### src/rtl/mips_multicycle_ctrl_if.sv
// Control/status bundle between the multi-cycle MIPS controller (master) and its datapath (slave).
// Defining MC_PERF_CNT_EN adds the cycle/instruction counter outputs.
interface mips_multicycle_ctrl_if #(
    parameter int ALUOP_W = 3
`ifdef MC_PERF_CNT_EN
    , parameter int PERF_W = 32
`endif
);
    logic [5:0]         opcode;
    logic [5:0]         func;
    logic               zero;
    logic               mem_ready;
    logic               pc_en;
    logic               iord;
    logic               ir_write;
    logic               mem_read;
    logic               mem_write;
    logic               reg_dst;
    logic               jlselR;
    logic               jlselD;
    logic               mem_to_reg;
    logic               reg_write;
    logic               alu_src_a;
    logic [1:0]         alu_src_b;
    logic [ALUOP_W-1:0] alu_op;
    logic [1:0]         pc_src;
    logic               illegal;
`ifdef MC_PERF_CNT_EN
    logic [PERF_W-1:0]  cycle_cnt;
    logic [PERF_W-1:0]  instr_cnt;
`endif

    modport master (
        input  opcode, func, zero, mem_ready,
        output pc_en, iord, ir_write, mem_read, mem_write, reg_dst, jlselR, jlselD,
               mem_to_reg, reg_write, alu_src_a, alu_src_b, alu_op, pc_src, illegal
`ifdef MC_PERF_CNT_EN
        , output cycle_cnt, instr_cnt
`endif
    );

    modport slave (
        output opcode, func, zero, mem_ready,
        input  pc_en, iord, ir_write, mem_read, mem_write, reg_dst, jlselR, jlselD,
               mem_to_reg, reg_write, alu_src_a, alu_src_b, alu_op, pc_src, illegal
`ifdef MC_PERF_CNT_EN
        , input cycle_cnt, instr_cnt
`endif
    );
endinterface

### src/rtl/mips_multicycle_ctrl.sv
// Moore FSM sequencing the multi-cycle MIPS datapath; MC_PERF_CNT_EN adds cycle/instruction counters.
// Latency: beq/j/jal/jr 3, R-type/addi/slti/sw 4, lw 5 cycles with mem_ready high.
// Backpressure: FETCH, MEMRD and MEMWR hold their strobes until mem_ready; each wait adds a cycle.
module mips_multicycle_ctrl #(
    parameter int ALUOP_W = 3
`ifdef MC_PERF_CNT_EN
    , parameter int PERF_W = 32
`endif
) (
    input  logic                   clk,
    input  logic                   rst,
    mips_multicycle_ctrl_if.master bus
);
    localparam logic [ALUOP_W-1:0] ALU_AND = ALUOP_W'(3'b000);
    localparam logic [ALUOP_W-1:0] ALU_OR  = ALUOP_W'(3'b001);
    localparam logic [ALUOP_W-1:0] ALU_ADD = ALUOP_W'(3'b010);
    localparam logic [ALUOP_W-1:0] ALU_SUB = ALUOP_W'(3'b110);
    localparam logic [ALUOP_W-1:0] ALU_SLT = ALUOP_W'(3'b111);

    localparam logic [5:0] OP_RTYPE = 6'b000000;
    localparam logic [5:0] OP_LW    = 6'b100011;
    localparam logic [5:0] OP_SW    = 6'b101011;
    localparam logic [5:0] OP_BEQ   = 6'b000100;
    localparam logic [5:0] OP_ADDI  = 6'b001000;
    localparam logic [5:0] OP_SLTI  = 6'b001010;
    localparam logic [5:0] OP_J     = 6'b000010;
    localparam logic [5:0] OP_JAL   = 6'b000011;

    localparam logic [5:0] FN_ADD = 6'b100000;
    localparam logic [5:0] FN_SUB = 6'b100010;
    localparam logic [5:0] FN_AND = 6'b100100;
    localparam logic [5:0] FN_OR  = 6'b100101;
    localparam logic [5:0] FN_SLT = 6'b101010;
    localparam logic [5:0] FN_JR  = 6'b001000;

    typedef enum logic [3:0] {
        FETCH, DECODE, MEMADR, MEMRD, MEMWB, MEMWR, EXEC,
        RWB, IMM_EXEC, IMM_WB, BRANCH, JUMP, JR, JAL
    } state_t;

    typedef struct packed {
        logic               pc_en;
        logic               iord;
        logic               mem_read;
        logic               mem_write;
        logic               reg_dst;
        logic               jlselR;
        logic               jlselD;
        logic               mem_to_reg;
        logic               reg_write;
        logic               alu_src_a;
        logic [1:0]         alu_src_b;
        logic [ALUOP_W-1:0] alu_op;
        logic [1:0]         pc_src;
    } ctrl_t;

    function automatic state_t decode_next(input logic [5:0] op, input logic [5:0] fn);
        state_t n;
        n = FETCH;
        case (op)
            OP_RTYPE: begin
                case (fn)
                    FN_ADD, FN_SUB, FN_AND, FN_OR, FN_SLT: n = EXEC;
                    FN_JR:                                 n = JR;
                    default:                               n = FETCH;
                endcase
            end
            OP_LW, OP_SW:      n = MEMADR;
            OP_BEQ:            n = BRANCH;
            OP_ADDI, OP_SLTI:  n = IMM_EXEC;
            OP_J:              n = JUMP;
            OP_JAL:            n = JAL;
            default:           n = FETCH;
        endcase
        return n;
    endfunction

    function automatic logic [ALUOP_W-1:0] r_alu_op(input logic [5:0] fn);
        logic [ALUOP_W-1:0] a;
        case (fn)
            FN_SUB:  a = ALU_SUB;
            FN_AND:  a = ALU_AND;
            FN_OR:   a = ALU_OR;
            FN_SLT:  a = ALU_SLT;
            default: a = ALU_ADD;
        endcase
        return a;
    endfunction

    // Moore outputs of the state being entered; registered alongside the state itself.
    function automatic ctrl_t ctrl_of(input state_t s, input logic [5:0] op, input logic [5:0] fn);
        ctrl_t c;
        c        = '0;
        c.alu_op = ALU_ADD;
        case (s)
            FETCH:    begin c.mem_read = 1'b1; c.alu_src_b = 2'b01; end
            DECODE:   c.alu_src_b = 2'b11;
            MEMADR:   begin c.alu_src_a = 1'b1; c.alu_src_b = 2'b10; end
            MEMRD:    begin c.iord = 1'b1; c.mem_read = 1'b1; end
            MEMWB:    begin c.mem_to_reg = 1'b1; c.reg_write = 1'b1; end
            MEMWR:    begin c.iord = 1'b1; c.mem_write = 1'b1; end
            EXEC:     begin c.alu_src_a = 1'b1; c.alu_op = r_alu_op(fn); end
            RWB:      begin c.reg_dst = 1'b1; c.reg_write = 1'b1; end
            IMM_EXEC: begin
                c.alu_src_a = 1'b1;
                c.alu_src_b = 2'b10;
                c.alu_op    = (op == OP_SLTI) ? ALU_SLT : ALU_ADD;
            end
            IMM_WB:   c.reg_write = 1'b1;
            BRANCH:   begin c.alu_src_a = 1'b1; c.alu_op = ALU_SUB; c.pc_src = 2'b01; end
            JUMP:     begin c.pc_src = 2'b10; c.pc_en = 1'b1; end
            JR:       begin c.pc_src = 2'b11; c.pc_en = 1'b1; end
            JAL: begin
                c.pc_src    = 2'b10;
                c.pc_en     = 1'b1;
                c.reg_write = 1'b1;
                c.jlselR    = 1'b1;
                c.jlselD    = 1'b1;
            end
            default: ;
        endcase
        return c;
    endfunction

    state_t state_q, state_d, dec_nxt;
    ctrl_t  ctrl_q;
    logic   is_sw_q;

    always_comb begin
        dec_nxt = decode_next(bus.opcode, bus.func);
        state_d = FETCH;
        case (state_q)
            FETCH:    state_d = bus.mem_ready ? DECODE : FETCH;
            DECODE:   state_d = dec_nxt;
            MEMADR:   state_d = is_sw_q ? MEMWR : MEMRD;
            MEMRD:    state_d = bus.mem_ready ? MEMWB : MEMRD;
            MEMWR:    state_d = bus.mem_ready ? FETCH : MEMWR;
            EXEC:     state_d = RWB;
            IMM_EXEC: state_d = IMM_WB;
            default:  state_d = FETCH;
        endcase
    end

    // lw/sw distinction is latched in DECODE so MEMADR never looks at the IR again.
    always_ff @(posedge clk or posedge rst) begin
        if (rst) begin
            state_q <= FETCH;
            ctrl_q  <= ctrl_of(FETCH, 6'd0, 6'd0);
            is_sw_q <= 1'b0;
        end else begin
            state_q <= state_d;
            ctrl_q  <= ctrl_of(state_d, bus.opcode, bus.func);
            if (state_q == DECODE) begin
                is_sw_q <= (bus.opcode == OP_SW);
            end
        end
    end

    // Handshake-dependent terms and reset gating of every write strobe stay combinational.
    assign bus.pc_en      = ~rst & (ctrl_q.pc_en
                                    | ((state_q == FETCH)  & bus.mem_ready)
                                    | ((state_q == BRANCH) & bus.zero));
    assign bus.ir_write   = ~rst & (state_q == FETCH) & bus.mem_ready;
    assign bus.mem_read   = ~rst & ctrl_q.mem_read;
    assign bus.mem_write  = ~rst & ctrl_q.mem_write;
    assign bus.reg_write  = ~rst & ctrl_q.reg_write;
    assign bus.illegal    = ~rst & (state_q == DECODE) & (dec_nxt == FETCH);
    assign bus.iord       = ctrl_q.iord;
    assign bus.reg_dst    = ctrl_q.reg_dst;
    assign bus.jlselR     = ctrl_q.jlselR;
    assign bus.jlselD     = ctrl_q.jlselD;
    assign bus.mem_to_reg = ctrl_q.mem_to_reg;
    assign bus.alu_src_a  = ctrl_q.alu_src_a;
    assign bus.alu_src_b  = ctrl_q.alu_src_b;
    assign bus.alu_op     = ctrl_q.alu_op;
    assign bus.pc_src     = ctrl_q.pc_src;

`ifdef MC_PERF_CNT_EN
    logic [PERF_W-1:0] cycle_cnt_q;
    logic [PERF_W-1:0] instr_cnt_q;

    always_ff @(posedge clk or posedge rst) begin
        if (rst) begin
            cycle_cnt_q <= '0;
            instr_cnt_q <= '0;
        end else begin
            cycle_cnt_q <= cycle_cnt_q + 1'b1;
            if ((state_d == FETCH) && (state_q != FETCH)) begin
                instr_cnt_q <= instr_cnt_q + 1'b1;
            end
        end
    end

    assign bus.cycle_cnt = cycle_cnt_q;
    assign bus.instr_cnt = instr_cnt_q;
`endif
endmodule

### src/flat_wrapper.sv
// flat-port wrapper written by rule: the top's interface ports become plain ports
module mips_multicycle_ctrl_flat 
#(
    parameter int ALUOP_W = 3

)
  (clk, rst, bus_opcode, bus_func, bus_zero, bus_mem_ready, bus_pc_en, bus_iord, bus_ir_write, bus_mem_read, bus_mem_write, bus_reg_dst, bus_jlselR, bus_jlselD, bus_mem_to_reg, bus_reg_write, bus_alu_src_a, bus_alu_src_b, bus_alu_op, bus_pc_src, bus_illegal);
  mips_multicycle_ctrl_if #(.ALUOP_W(ALUOP_W)) bus_i ();
  input  logic clk;
  input  logic rst;
  input wire logic [$bits(bus_i.opcode)-1:0] bus_opcode;
  input wire logic [$bits(bus_i.func)-1:0] bus_func;
  input wire logic [$bits(bus_i.zero)-1:0] bus_zero;
  input wire logic [$bits(bus_i.mem_ready)-1:0] bus_mem_ready;
  output wire logic [$bits(bus_i.pc_en)-1:0] bus_pc_en;
  output wire logic [$bits(bus_i.iord)-1:0] bus_iord;
  output wire logic [$bits(bus_i.ir_write)-1:0] bus_ir_write;
  output wire logic [$bits(bus_i.mem_read)-1:0] bus_mem_read;
  output wire logic [$bits(bus_i.mem_write)-1:0] bus_mem_write;
  output wire logic [$bits(bus_i.reg_dst)-1:0] bus_reg_dst;
  output wire logic [$bits(bus_i.jlselR)-1:0] bus_jlselR;
  output wire logic [$bits(bus_i.jlselD)-1:0] bus_jlselD;
  output wire logic [$bits(bus_i.mem_to_reg)-1:0] bus_mem_to_reg;
  output wire logic [$bits(bus_i.reg_write)-1:0] bus_reg_write;
  output wire logic [$bits(bus_i.alu_src_a)-1:0] bus_alu_src_a;
  output wire logic [$bits(bus_i.alu_src_b)-1:0] bus_alu_src_b;
  output wire logic [$bits(bus_i.alu_op)-1:0] bus_alu_op;
  output wire logic [$bits(bus_i.pc_src)-1:0] bus_pc_src;
  output wire logic [$bits(bus_i.illegal)-1:0] bus_illegal;
  assign bus_i.opcode = bus_opcode;
  assign bus_i.func = bus_func;
  assign bus_i.zero = bus_zero;
  assign bus_i.mem_ready = bus_mem_ready;
  assign bus_pc_en = bus_i.pc_en;
  assign bus_iord = bus_i.iord;
  assign bus_ir_write = bus_i.ir_write;
  assign bus_mem_read = bus_i.mem_read;
  assign bus_mem_write = bus_i.mem_write;
  assign bus_reg_dst = bus_i.reg_dst;
  assign bus_jlselR = bus_i.jlselR;
  assign bus_jlselD = bus_i.jlselD;
  assign bus_mem_to_reg = bus_i.mem_to_reg;
  assign bus_reg_write = bus_i.reg_write;
  assign bus_alu_src_a = bus_i.alu_src_a;
  assign bus_alu_src_b = bus_i.alu_src_b;
  assign bus_alu_op = bus_i.alu_op;
  assign bus_pc_src = bus_i.pc_src;
  assign bus_illegal = bus_i.illegal;
  mips_multicycle_ctrl #(.ALUOP_W(ALUOP_W)) u_core (.clk(clk), .rst(rst), .bus(bus_i));
endmodule
### config.mk
export PLATFORM = sky130hd
export DESIGN_NAME = mips_multicycle_ctrl_flat
export DESIGN_NICKNAME = d
export VERILOG_FILES = /design/src/rtl/mips_multicycle_ctrl_if.sv /design/src/rtl/mips_multicycle_ctrl.sv /design/src/flat_wrapper.sv
export SDC_FILE = /design/constraint.sdc
export NUM_CORES = 1
export LEC_CHECK = 0
export ABC_AREA = 0
export CORE_AREA = 2 2 66 49
export CTS_CLUSTER_DIAMETER = 100
export DETAILED_ROUTE_END_ITERATION = 12
export DIE_AREA = 0 0 68 51
export HOLD_SLACK_MARGIN = 0.12
export PLACE_DENSITY = 0.77
export SLEW_MARGIN = 0
export SYNTH_ARGS = -nofsm -noshare
export SYNTH_HDL_FRONTEND = slang
export SYNTH_SLANG_ARGS = --single-unit
### constraint.sdc
create_clock -name clk -period 2.09 [get_ports clk]
set_input_delay 0.3135 -clock clk [delete_from_list [all_inputs] [get_ports clk]]
set_output_delay 0.3135 -clock clk [all_outputs]
set_load 0.02 [all_outputs]
# After elaboration in Yosys (flattened, before gate mapping)
# Cells that the tools add are included.
[classes]
eq_ne = 33
mux = 21
n_bitwise = 13
reduce_logical = 14
[ops]
columns = ["operator", "count"]
rows = [
  ["$eq 6x6->1 const B", 7],
  ["$eq 4x4->1 const B", 8],
  ["$pmux 4 s7", 1],
  ["$eq 4x3->1 const B", 6],
  ["$pmux 4 s6", 1],
  ["$eq 6x4->1 const B", 3],
  ["$eq 4x2->1 const B", 4],
  ["$eq 6x2->1 const B", 2],
  ["$logic_not 4->1", 3],
  ["$mux 3", 4],
  ["$pmux 2 s3", 2],
  ["$pmux 3 s4", 1],
  ["$reduce_or 2->1", 6],
  ["$and 1x1->1", 10],
  ["$mux 1", 9],
  ["$pmux 3 s3", 1],
  ["$eq 4x1->1 const B", 2],
  ["$pmux 4 s2", 1],
  ["$reduce_or 4->1", 2],
  ["$eq 6x3->1 const B", 1],
  ["$logic_not 6->1", 1],
  ["$reduce_or 5->1", 1],
  ["$reduce_or 3->1", 1],
  ["$mux 2", 1],
  ["other kinds (2)", 3],
]
[totals]
reg_bits = 22
wordCells = 96

# Depth between registers and ports, before layout
[logic_depth]
ltp_word = 8
depth_mapped = 9
depth_no_buf = 7

# Worst setup path before layout
# Ideal clock, no wire load.
[synth_path]
path_kind = "register -> output"
startpoint = "register u_core.state_q[2]"
endpoint = "output port bus_illegal"
arrival_ps = 1767
path_slack_ps = 9
stages_incl_launch_ff = 6
path_cell_list = "dfrtp_1 clkbuf_1 nor2_1 nand3b_1 or4_1 nor3_1"
[synth_between]
elab_chain_len = 3
[synth_lines]
columns = ["element", "line", "text"]
rows = [
  ["from (decl)", "mips_multicycle_ctrl.sv:125", "state_t state_q, state_d, dec_nxt;"],
  ["from (signal assigned)", "mips_multicycle_ctrl.sv:151", "state_q <= state_d;"],
  ["$eq 4x1->1", "mips_multicycle_ctrl.sv:167", "assign bus.illegal = ~rst & (state_q == DECODE) & (dec_nxt == FETCH);"],
  ["$and 1x1->1 (2 in series)", "mips_multicycle_ctrl.sv:167", ""],
  ["to (decl)", "flat_wrapper.sv:29", "output wire logic [$bits(bus_i.illegal)-1:0] bus_illegal;"],
]
# No other way between the ends.

# Final worst setup path
[layout_path]
startpoint = "input port bus_opcode[5]"
endpoint = "output port bus_illegal"
[layout_between]
elab_chain_len = 5
elab_cells_between_ends = 13
cone_classes = "7 x eq/ne; 1 x mux; 1 x bitwise; 4 x reduce/logical"
[layout_lines]
columns = ["element", "line", "text"]
rows = [
  ["from (decl)", "flat_wrapper.sv:11", "input wire logic [$bits(bus_i.opcode)-1:0] bus_opcode;"],
  ["$eq 6x4->1 / $eq 6x6->1 (equally long branches)", "mips_multicycle_ctrl.sv:60", "case (op)"],
  ["$reduce_or 2->1", "mips_multicycle_ctrl.sv:60", ""],
  ["$pmux 4 s6 (*)", "mips_multicycle_ctrl.sv:60", ""],
  ["$logic_not 4->1 (*)", "mips_multicycle_ctrl.sv:167", ""],
  ["$and 1x1->1 (*)", "mips_multicycle_ctrl.sv:167", ""],
]
# Mark *: on every way between the ends. The rest lies on a longest branch, timed or not.

==> impl_metrics.csv <==
group,metric,value,unit
yosys,ys_warn_count,0,
worst_setup_path,regToRegSetupSlack,0.09,ns
clocking,cts_hold_buf,0,
clocking,htree_num_levels,1,
sta,min_period,2.057,ns
yosys,synth-xor-area-share,0.01344,
routing,dr.first_iter.drc_count,83,
yosys,synth_nets,160,
clocking,clock_latency,0.26,ns
yosys,synth_compound_area_frac,0.1574,
power,p_per_area,872.6,mW/mm^2
sta,worst_pin_slew,0.6925,ns
yosys,ys_ff_latch,21,
sta,maxSlewViolCount,0,
routing,first_pass_iters,5,
sta,setup_viol,0,
worst_setup_path,worst-endpoint-arrival,1.74,ns
worst_hold_path,worstHoldStart,"bus_opcode[3]",
yosys,synthAdderAreaFrac,0,
yosys,synth_area,0.001304,sq mm
clocking,cts_inserted_buffers,3,
die,die_area,0.003468,sq mm
outcome,status,"finished, final reports clean",
final_layout,fin_area,0.001954,sq mm
yosys,synth_edf_count,0,
final_layout,final_common_cell,"buf_4",
yosys,netlist_instances,144,
sta,finalHoldViolations,0,
yosys,synth-main-ff-cell,"dfrtp_1",
sta,fmax,486.1,MHz
yosys,synth_cell_types,49,
yosys,synthArstFlopShare,1.000,
die,die_w,68,um
global_route,use_met2,0.4288,
final_layout,antenna_cells,0,
power,p_switching,0.0006276,W
final_layout,mostFrequentLayoutCells,"37 x buf_4, 25 x clkdlybuf4s50_1, 18 x dfrtp_1",
routing,viasPerCell,5.660,
placed_design,place_hpwl,2.704,mm
global_route,grt_max_degree,22,
final_layout,nNetsFinal,220,
worst_hold_path,hold_class,"in2reg",
power,p_comb_frac,0.546,
yosys,ys_seq_area_frac,0.4060,
die,start_util,0.4442,
power,p_int,0.001078,W
worst_setup_path,start_kind,"input port",
yosys,synth_top_family_by_area,"simple AND/OR/NAND/NOR gates",
routing,post-route-drc-count,0,
placed_design,gp_congestion,0.8145,
power,peakVddDrop,397.9,uV
power,switching_share,0.3680,
global_route,overflow,0,
clocking,ctsRootBufferMaster,"clkbuf_8",
routing,vias,1364,
sta,tns,0,ns
die,num_io_pins,35,
global_route,grt_pass1_vias,1313,
global_route,grt_antenna_before_repair,0,
global_route,busiest_layer,"met2",
placed_design,place_area,0.001832,sq mm
final_layout,syn_to_final_growth,49.90,%
routing,wl_per_cell,15.35,um
sta,skew,0.008740,ns
final_layout,drive_gt1_frac,0.3399,
worst_setup_path,required,1.78,ns
power,power_frac_seq,0.303,
clocking,clock_sinks,21,
sta,finalCritPeriodShare,0.9842,
yosys,synth_simple_gate_area_share,0.3090,
die,rows,17,
worst_setup_path,r2r-start,"u_core.state_q[2]",
clocking,path_clk_slew,0.08,ns
routing,wirelength,3.699,mm
power,pwr-share-clk,0.152,
yosys,synthMuxAreaShare,0.02303,
worst_setup_path,crit_type,"in2out",
worst_setup_path,startpoint,"bus_opcode[5]",
die,die_y,51,um
power,p_leak,0.8977,nW
flow_run,drv_cap,0,
global_route,grtUsageMet1,0.2595,
global_route,use_met3,0.05286,
yosys,syn_area_per_cell,9.054,sq um
final_layout,final_util,0.6658,
worst_setup_path,cp_max_fo,5,
clocking,clk_path_buf_depth,2,
die,coreArea,0.002935,sq mm
clocking,cts_tree,"yes",
placed_design,portBuffers,34,
routing,drtAntennaViolNets,0,
sta,maxSlewHeadroom,0.5341,
worst_setup_path,critPathCaptureType,"primary output",
global_route,grt_first_pass_wirelength,5.934,mm
global_route,grt_use_total,0.2284,
[final cells by class]
class / count / area (sq um)
tap: 38 / 47.55
inverter: 5 / 21.27
clock inverter: 1 / 5.005
timing repair buffer: 71 / 589.3
multi-input combinational: 102 / 720.7
sequential: 21 / 529.3
clock buffer: 3 / 41.29
fill: 231 / 980.9
[worst paths after layout]
kind,end,cells past startpoint
worst max-delay path,bus_illegal,6
worst min-delay path,u_core.is_sw_q,3
worst max register to register,u_core.ctrl_q[16],6
worst min register to register,u_core.is_sw_q,2
max in group asynchronous,u_core.ctrl_q[14],4
min in group asynchronous,u_core.bus.pc_src[1],4
[repair_timing]
action	in CTS	in global routing
pin swaps	3	7
buffers inserted	3	2
gates resized for setup	23	19
setup endpoints to repair	15	14
[worst max-delay path, stage by stage]
cell and delay [ns]:
dlygate4sd2_1 0.31, or2_4 0.18, nor2_1 0.06, or4_1 0.51
nor3_1 0.18, buf_2 0.19
[cell usage after synthesis, drive strengths merged, types with 2 or more instances]
master  count  share of area
nand3b      2          0.012
nor3        5          0.019
nor3b       4          0.023
a32o        3          0.023
a21oi       6          0.023
dfstp       3          0.060
inv         5          0.014
clkbuf      5          0.014
nor4        4          0.019
nand4b      3          0.020
dfrtp      18           0.35
nor2       16          0.046
nor2b       8          0.038
xnor2       2          0.013
mux2i       3          0.023
or3b        3          0.020
buf        11          0.062
nand2b      2         0.0096
a31oi       3          0.014
or4         2          0.012
nand2       8          0.023
o21ai       6          0.023
[cells by family after synthesis]
group                     count (synthesis)
and+or+nand+nor                          68
AOI/OAI and AO/OA                        29
DFF                                      21
buffers and inverters                    21
muxes                                     3
xor gates and xnor gates                  2
[metal layers]
layer	up-vias	routed length (um)
li1	638	-
met1	666	1463
met2	56	2055
met3	4	171
met4	0	9
met5	-	0
[power by group through the flow]
stage | logic, W | clock network, W | registers [W]
final | 0.000930 | 0.000258 | 0.000517
after global routing | 0.000995 | 0.000280 | 0.000522
after CTS | 0.000867 | 0.000260 | 0.000514
after detailed placement | 0.000827 | 0 | 0.000519
after global placement | 0.000797 | 0 | 0.000517
after floorplan | 0.000471 | 0 | 0.000545
[metrics by stage]
| stage | setup slack (ns) | power [W] | cells | hold WS [ns] |
|---|---|---|---|---|
| after floorplan | 0.009274 | 0.001016 | 144 | 0.2878 |
| after global placement | -0.5530 | 0.001314 | 232 | 0.5278 |
| after detailed placement | -0.6685 | 0.001346 | 232 | 0.5314 |
| after CTS | -0.01398 | 0.001641 | 239 | 0.5041 |
| after global routing | -0.003438 | 0.001797 | 241 | 0.4326 |
| final | 0.03301 | 0.001705 | 241 | 0.4050 |
Power figures use the tool's default switching activity.
